<file path="src/rtl/uart_rx.sv">
// uart_rx: UART receiver, 8 data bits LSB first, one stop bit.
// Build option: define UART_RX_PARITY_EN to expect one even-parity bit
// between the data bits and the stop bit.
//
// Parameters:
//   CLK_PER_BIT    clock cycles per serial bit (>= 4)
// Ports:
//   clk            system clock, rising edge
//   rst_n          asynchronous active-low reset
//   serial         asynchronous serial line, idle high
//   data[7:0]      last correctly received byte, held until the next good byte
//   data_valid     one-cycle pulse, data is new in the same cycle
//   framing_error  one-cycle pulse when the stop bit is sampled low
//   parity_error   one-cycle pulse on parity mismatch (constant 0 without parity)
module uart_rx #(
  parameter int unsigned CLK_PER_BIT = 100
) (
  input  logic       clk,
  input  logic       rst_n,
  input  logic       serial,
  output logic [7:0] data,
  output logic       data_valid,
  output logic       framing_error,
  output logic       parity_error
);

  localparam int unsigned CW = $clog2(CLK_PER_BIT) + 1;
  localparam logic [CW-1:0] C_LAST = CW'(CLK_PER_BIT - 1);
  localparam logic [CW-1:0] C_HALF = CW'(CLK_PER_BIT / 2 - 1);

  typedef enum logic [2:0] {
    S_IDLE,
    S_START,
    S_DATA,
`ifdef UART_RX_PARITY_EN
    S_PARITY,
`endif
    S_STOP,
    S_WAIT_IDLE
  } state_t;

  state_t          r_state, w_state_n;
  logic [CW-1:0]   r_cnt, w_cnt_n;
  logic [2:0]      r_bit, w_bit_n;
  logic [7:0]      r_shift, w_shift_n;
  logic            r_sync1, r_rx_s;
  logic            w_valid, w_ferr;
`ifdef UART_RX_PARITY_EN
  logic            r_par, w_par_n;
  logic            w_perr;
  logic            r_perr;
`endif

  // Two-flop synchronizer; reset to the idle (high) level.
  always_ff @(posedge clk or negedge rst_n) begin
    if (!rst_n) begin
      r_sync1 <= 1'b1;
      r_rx_s  <= 1'b1;
    end else begin
      r_sync1 <= serial;
      r_rx_s  <= r_sync1;
    end
  end

  always_ff @(posedge clk or negedge rst_n) begin
    if (!rst_n) begin
      r_state <= S_IDLE;
      r_cnt   <= '0;
      r_bit   <= '0;
      r_shift <= '0;
`ifdef UART_RX_PARITY_EN
      r_par   <= 1'b0;
`endif
    end else begin
      r_state <= w_state_n;
      r_cnt   <= w_cnt_n;
      r_bit   <= w_bit_n;
      r_shift <= w_shift_n;
`ifdef UART_RX_PARITY_EN
      r_par   <= w_par_n;
`endif
    end
  end

  always_comb begin
    w_state_n = r_state;
    w_cnt_n   = r_cnt + 1'b1;
    w_bit_n   = r_bit;
    w_shift_n = r_shift;
    w_valid   = 1'b0;
    w_ferr    = 1'b0;
`ifdef UART_RX_PARITY_EN
    w_par_n   = r_par;
    w_perr    = 1'b0;
`endif
    case (r_state)
      S_IDLE: begin
        w_cnt_n = '0;
        if (!r_rx_s) w_state_n = S_START;
      end
      S_START: begin
        // Mid-start-bit recheck rejects short glitches on an idle line.
        if (r_cnt == C_HALF) begin
          w_cnt_n = '0;
          if (!r_rx_s) begin
            w_state_n = S_DATA;
            w_bit_n   = '0;
          end else begin
            w_state_n = S_IDLE;
          end
        end
      end
      S_DATA: begin
        if (r_cnt == C_LAST) begin
          w_cnt_n          = '0;
          w_shift_n[r_bit] = r_rx_s;
          if (r_bit == 3'd7) begin
`ifdef UART_RX_PARITY_EN
            w_state_n = S_PARITY;
`else
            w_state_n = S_STOP;
`endif
          end else begin
            w_bit_n = r_bit + 3'd1;
          end
        end
      end
`ifdef UART_RX_PARITY_EN
      S_PARITY: begin
        if (r_cnt == C_LAST) begin
          w_cnt_n   = '0;
          w_par_n   = r_rx_s;
          w_state_n = S_STOP;
        end
      end
`endif
      S_STOP: begin
        if (r_cnt == C_LAST) begin
          w_cnt_n = '0;
          if (r_rx_s) begin
            w_state_n = S_IDLE;
`ifdef UART_RX_PARITY_EN
            // Even parity: data bits plus parity bit must XOR to zero.
            if (^{r_shift, r_par}) w_perr  = 1'b1;
            else                   w_valid = 1'b1;
`else
            w_valid = 1'b1;
`endif
          end else begin
            // Framing error wins over parity; wait out a held-low line.
            w_ferr    = 1'b1;
            w_state_n = S_WAIT_IDLE;
          end
        end
      end
      S_WAIT_IDLE: begin
        w_cnt_n = '0;
        if (r_rx_s) w_state_n = S_IDLE;
      end
      default: begin
        w_cnt_n   = '0;
        w_state_n = S_IDLE;
      end
    endcase
  end

  always_ff @(posedge clk or negedge rst_n) begin
    if (!rst_n) begin
      data          <= '0;
      data_valid    <= 1'b0;
      framing_error <= 1'b0;
    end else begin
      data_valid    <= w_valid;
      framing_error <= w_ferr;
      if (w_valid) data <= r_shift;
    end
  end

`ifdef UART_RX_PARITY_EN
  always_ff @(posedge clk or negedge rst_n) begin
    if (!rst_n) r_perr <= 1'b0;
    else        r_perr <= w_perr;
  end
  assign parity_error = r_perr;
`else
  assign parity_error = 1'b0;
`endif

endmodule

</file>
<file path="config.mk">
export PLATFORM = sky130hd
export DESIGN_NAME = uart_rx
export DESIGN_NICKNAME = d
export VERILOG_FILES = /design/src/rtl/uart_rx.sv
export SDC_FILE = /design/constraint.sdc
export NUM_CORES = 1
export LEC_CHECK = 0
export CAP_MARGIN = 20
export CORE_ASPECT_RATIO = 0.5
export CORE_MARGIN = 2
export CORE_UTILIZATION = 50
export DETAILED_ROUTE_END_ITERATION = 6
export PLACE_DENSITY_LB_ADDON = 0.12
export REMOVE_ABC_BUFFERS = 1
export SLEW_MARGIN = 40
export SYNTH_ARGS = -nofsm -noshare
export SYNTH_HDL_FRONTEND = slang
export SYNTH_SLANG_ARGS = --single-unit
</file>
<file path="constraint.sdc">
create_clock -name clk -period 5.7 [get_ports clk]
set_input_delay 0.855 -clock clk [delete_from_list [all_inputs] [get_ports clk]]
set_output_delay 0.855 -clock clk [all_outputs]
set_load 0.01 [all_outputs]
</file>
==> summary.txt <==
Worst-path cell with the longest stage delay - nor4b_4
Setup TNS - 0 ns
Setup ws final - 3.59 ns
Logic pwr share - 1.7%
Nets - 157
IO Pins - 14
Skew final - 0.00583 ns
Worst-path clk slew - 0.06 ns
First-pass GRT wire length - 4430 um
Drt total wl - 2560 um
Hold Path Depth - 0
Starting Density - 53.8%
Sw Pwr - 0.0000885 W
Slew Viols, Final - 0
Min Tclk post-route - 2.11 ns
Sink Count - 34
Sw Ratio - 20.6%
Synthesis Warnings - 0
Pwr Density - 231 nW/um2
Clk_lat worst skew - 0.28 ns
Clock power frac - 41.6%
Buffers plus inverters on the worst setup path - 0
CP delay by family, top - simple AND/OR/NAND/NOR gates
Initial antenna violation count - 0
Critical path endpoint category - flip-flop
Die Y - 44.6 um
Dpl ws - 3.60 ns
Filler cells - 247
Row cnt - 14
Core Area - 3070 um2
Sequential area share after synthesis - 51.8%
Congestion Overflow GR - 0
Levels on crit path - 4
1st-iter DRT viols - 38
WS Path Type - reg -> reg
Post-DP HPWL - 1800 um
Number of global-route vias before repair - 971
FF+latch count, synth - 34
Clk root buf - clkbuf_8
DRT Pass-1 Iters - 4
Vias after detailed routing - 1013
CP Max Fanout - 9
Unrepaired setup endpoints after global routing - no
Largest net degree at the start of global routing - 35
Die W - 85.2 um
Final setup vio count - 0
Fin. Hold Viols - 0
CTS Buf Count - 5
Top_reg_cell synth - dfrtp_1
Final worst-path cycle share - 37.1%
GPL Wtd Cong - 0.805
Sequential share of power - 56.7%
Post-synth EDFFs - 0
Buffers on Ports - 12
Startpoint Class - flip-flop
Slew HR - 59.1%
Largest stage delay on the critical path - 0.46 ns
P&R area growth vs syn - 13.0%
FFs w/ async S/R, synth - 100%
Antenna-violating nets left - 0
Drt wl/cell - 13.4 um
Cell area after synthesis - 1650 um2
Yosys cell types - 37
Peak supply drop - 0.137 mV
Worst path arrival time - 2.28 ns
R2R depth - 4
CTS resizes - 0
H-tree Lvls - 2
Drt via density - 5.30
Syn_area_per_cell - 12.0 um2
Mapped Cells - 137
Hold crit path type - reg -> reg
Max clock buf depth - 2
Slew @ Worst Pin - 0.614 ns
CTS tree - done
Layout cell share with drive strength beyond 1 - 21.2%
Status - finished clean
Max cap viols - 0
# Post-CTS Setup Buffers - 0
Seq. cell area - 853 um2
Multi-input gate area - 724 um2
Internal - 0.000342 W
Required time worst endpoint - 5.87 ns
Die ar. - 3800 um2
Drc violations - 0
Total track usage - 15.7%
CP Cell Sequence - nor4b_4 > and2_1 > and4_4 > mux2_4
Fmax - 473 MHz
Post-CTS Hold Buffers - 0
Pleak - 0.870 nW
Antenna Cells - 0
[cell usage after synthesis, types with 4 or more instances]
library cell | n | area share [%]
a21oi_1 | 5 | 1.5
dfrtp_1 | 32 | 49
ha_1 | 4 | 3.0
inv_1 | 4 | 0.91
mux2_2 | 8 | 5.5
mux2_4 | 8 | 7.3
nand2_1 | 10 | 2.3
nand3_1 | 4 | 1.2
nand4_1 | 6 | 2.3
nor2_1 | 13 | 3.0
[cells by family (layout without fill, tap and decap cells)]
kind of cell | Yosys count | after routing | share of synthesized area [%]
multiplexers | 19 | 19 | 14.7
AO/OA/AOI/OAI | 11 | 11 | 4.63
other | 1 | 1 | 0.228
buffers and inverters | 11 | 25 | 4.25
flip-flops | 34 | 34 | 51.8
adder cells (fa/ha/maj) | 4 | 4 | 3.04
AND/OR/NAND/NOR | 51 | 51 | 18.2
XOR/XNOR | 6 | 6 | 3.19
[registers in the layout, indices dropped and copies added, names as in the netlist]
signal	count
data	8
data_valid	1
framing_error	1
r_bit	3
r_cnt	8
r_rx_s	1
r_shift	8
r_state	3
r_sync1	1
[layout make-up]
type	count	share of cell area (%)
clock buffers	7	4.64
clock inverters	1	0.269
repair buffers	13	6.85
well taps	40	2.69
flip-flops and latches	34	45.8
inverters	4	0.806
multi-input cells	92	38.9
[power groups by stage]
stage               clock [W]  combinational, W  sequential [W]
finish               0.000179        0.00000744        0.000244
global route         0.000194        0.00000895        0.000244
CTS                  0.000184        0.00000793        0.000244
detailed placement          0        0.00000792        0.000248
global placement            0        0.00000773        0.000248
floorplan                   0        0.00000110        0.000248
[cell usage in the layout, fill, tap and decap left out, drive strengths merged]
master and instances:
nand4b 2, xnor2 3, nor4bb 1, conb 1, dfstp 2, clkinv 1
ha 4, nor4 2, nand3 4, nand2 11, nand4 6, mux2i 2
xor2 3, and4 2, and2 2, a31oi 2, mux2 17, buf 1
dfrtp 32, clkdlybuf4s50 12, nor4b 1, a21oi 5, nor2b 3, a2111oi 1
and3b 2, clkbuf 7, o21bai 2, a311oi 1, nor2 13, nor3b 1
inv 4, and2b 1
[worst paths after layout]
kind | start | endpoint | slack [ns]
max in group asynchronous | rst_n | r_sync1 | 4.39
min in group asynchronous | rst_n | data[0] | 0.97
worst max register to register | r_cnt[2] | data[3] | 3.59
worst min-delay path | r_sync1 | r_rx_s | 0.36
worst max-delay path | r_cnt[2] | data[3] | 3.59
worst min register to register | r_sync1 | r_rx_s | 0.36
[layer usage]
metal | up-vias | GRT usage, % | wire [um]
li1 | 509 | - | -
met3 | 3 | 6.34 | 119
met4 | 0 | 6.35 | 27
met5 | - | 0 | 0
met1 | 485 | 20.1 | 1300
met2 | 16 | 24.2 | 1110
[metrics by stage]
step | instance area (um2) | std cells | power [W] | utilization, % | hold slack (ns)
global placement | 1770 | 183 | 0.000256 | 57.8 | 0.346
CTS | 1860 | 191 | 0.000436 | 60.7 | 0.358
detailed placement | 1770 | 183 | 0.000256 | 57.8 | 0.348
floorplan | 1590 | 130 | 0.000249 | - | 0.345
global route | 1860 | 191 | 0.000447 | 60.7 | 0.366
finish | 1860 | 191 | 0.000430 | 60.7 | 0.356
Note: power is estimated with default switching activity, not from simulation.
==> patch (config.mk and constraints unchanged) <==
The 5 states of `state_t` get a one-hot encoding in 5 bits.
--- a/src/rtl/uart_rx.sv
+++ b/src/rtl/uart_rx.sv
@@ -30,6 +30,6 @@
 
-  typedef enum logic [2:0] {
-    S_IDLE,
-    S_START,
-    S_DATA,
+  typedef enum logic [4:0] {
+    S_IDLE      = 5'b00001,
+    S_START     = 5'b00010,
+    S_DATA      = 5'b00100,
 `ifdef UART_RX_PARITY_EN
@@ -37,4 +37,4 @@
 `endif
-    S_STOP,
-    S_WAIT_IDLE
+    S_STOP      = 5'b01000,
+    S_WAIT_IDLE = 5'b10000
   } state_t;
Behaviour: same outputs for any inputs over 10 cycles, from zero or initial values and one cycle with rst_n low; not proved beyond that.
==> patch against the original RTL <==
  * Wire length is 8.6% higher
  * First-iteration DRC count down 11%
  * Sequential cell count increased by 2
  * Worst setup slack worse by 110 ps
  * Die area grew 4.6%
  * Cell area grew 5.4%
  * Non-clock buffer count unchanged
  * Area after synthesis increased by 4.9%
Power is not compared: it rests on default switching activity, and its combinational part moved more than twofold at a synthesized area within 25%.
==> patch: results (changes against the original RTL) <==
status:
  status: "finished, final reports clean"
cts:
  cts_root_buf: "clkbuf_8"
  clock_latency_ps: 290
  cts_max_level: 2  # unchanged
  cts_resized: 0  # unchanged
  cts_setup_buffers: 0  # unchanged
  path_clk_slew_ps: 70
timing:
  skew_ps: 7.45  # +1.62 ps
  final_max_slew_viol_count: 0  # unchanged
  hold-worst-slack_ps: 360  # +3.52 ps
  slew_headroom: 0.649  # +0.0586
finish:
  drive_gt1_frac: 0.111  # -0.101
  fill_cells: 287  # +16%
  largestRegisters: "data: 8 flops, r_cnt: 8 flops, r_shift: 8 flops"
  final_nets: 168  # +7.0%
  n_antenna_cell: 0  # unchanged
pwr:
  peakVddDrop_mv: 0.144
placement:
  io_buffers: 12  # unchanged
  place_congestion: 0.784  # -2.6%
  dpl-instance-area_um2: 1850  # +4.7%
  dp_hpwl_um: 1840  # +2.6%
yosys:
  synth_ff_type: "dfrtp_1"
  ys_seq_area_frac: 0.523  # +0.00531
  synth_edf_count: 0  # unchanged
  netlist_top_cells_area: "dfrtp_1 (48%), mux2_1 (10%), dfstp_2 (4.6%)"
  ys_top_cells_by_count: "dfrtp_1 (33), nor2_1 (21), mux2_1 (16)"
  synth.distinct_cells: 41  # +11%
setup_path:
  critPathMaxStageDelay_ps: 500  # +40 ps
  crit_fanout: 8  # -1
  timing.rr.end: "data[2]"
  r2r_slack_ps: 3480  # -110 ps
  critPathTopFamily: "simple AND/OR/NAND/NOR gates"
  reg2reg_depth: 4  # unchanged
  crit_arrival_ps: 2390  # +110 ps
  cp_slowest_cell: "and3_1"
detailed_routing:
  firstDrtPassIters: 4  # unchanged
  wl_um: 2780  # +8.6%
  vias: 1116  # +10%
  drt_iter0_drc: 34  # -11%
grt:
  grt_pass1_vias: 1079  # +11%
  grt_pass1_wl_um: 4960  # +12%
  grt_max_degree: 37  # +5.7%
  antenna_found_initial: 0  # unchanged
  grt_usage: 0.170  # +0.0134
min_path:
  worstHoldPathCells: 0  # unchanged
  holdPathEnd: "r_rx_s"
[patch: changes by cell type after synthesis, moves of 3 or more]
cell      unedited run  this run
mux2_2               8         0
mux2_1               1        16
o21ai_0              0         3
nor2_1              13        21
nor3_1               0         3
nand2_1             10         7
nand4_1              6         3
a21oi_1              5         1
mux2_4               8         0
nand3b_1             0         3
[patch: layer usage]
metal	global-route usage	vias up	wire, um
li1	-	552	-
met1	0.228	541	1450
met2	0.260	18	1160
met3	0.0598	5	129
met4	0.0646	0	34
met5	0	-	0
[patch: final cells by class]
class	count	area, um^2	area share
clock buffer	6	72.6	0.0370
timing repair buffer	13	128	0.0651
tap	42	52.6	0.0268
clock inverter	2	35.0	0.0179
inverter	4	15.0	0.00765
sequential	36	905	0.461
multi-input combinational	101	754	0.385
[patch: worst max path at each step]
stage,startpoint,to,slack (ps),depth (start not counted)
final,r_cnt[2],data[2],3480,4
after detailed placement,r_cnt[2],data[2],3480,4
after CTS,r_cnt[0],data[0],3460,5
after floorplan,r_bit[0],r_bit[1],3700,6
after global placement,r_cnt[2],data[1],3530,4
after global routing,r_cnt[0],data[3],3270,5
[patch: worst reg2reg max path, cell delays in order (launching register included)]
cell and delay (ps):
dfrtp_1 420, or3_4 440, nor2_1 380, and3_1 500, mux2_1 370
[patch: power groups by stage]
stage	registers, W	clock network, W	logic (W)
floorplan	0.000287	0	0.0000555
global placement	0.000290	0	0.0000744
detailed placement	0.000290	0	0.0000737
CTS	0.000285	0.000226	0.0000740
global route	0.000289	0.000238	0.0000840
finish	0.000286	0.000219	0.0000729
[patch: cell families after synthesis]
group | share of synthesized area
flip-flops | 0.523
adder cells (fa/ha/maj) | 0.0289
XOR/XNOR | 0.0405
AO/OA/AOI/OAI | 0.0630
other | 0.00217
buffers and inverters | 0.0405
multiplexers | 0.104
AND/OR/NAND/NOR | 0.198
[patch: stage by stage]
stage               setup slack (ps)  std cells  total power (W)
finish                          3480        204         0.000577
CTS                             3460        204         0.000586
detailed placement              3480        196         0.000364
global route                    3270        204         0.000611
floorplan                       3700        141         0.000342
global placement                3530        196         0.000364
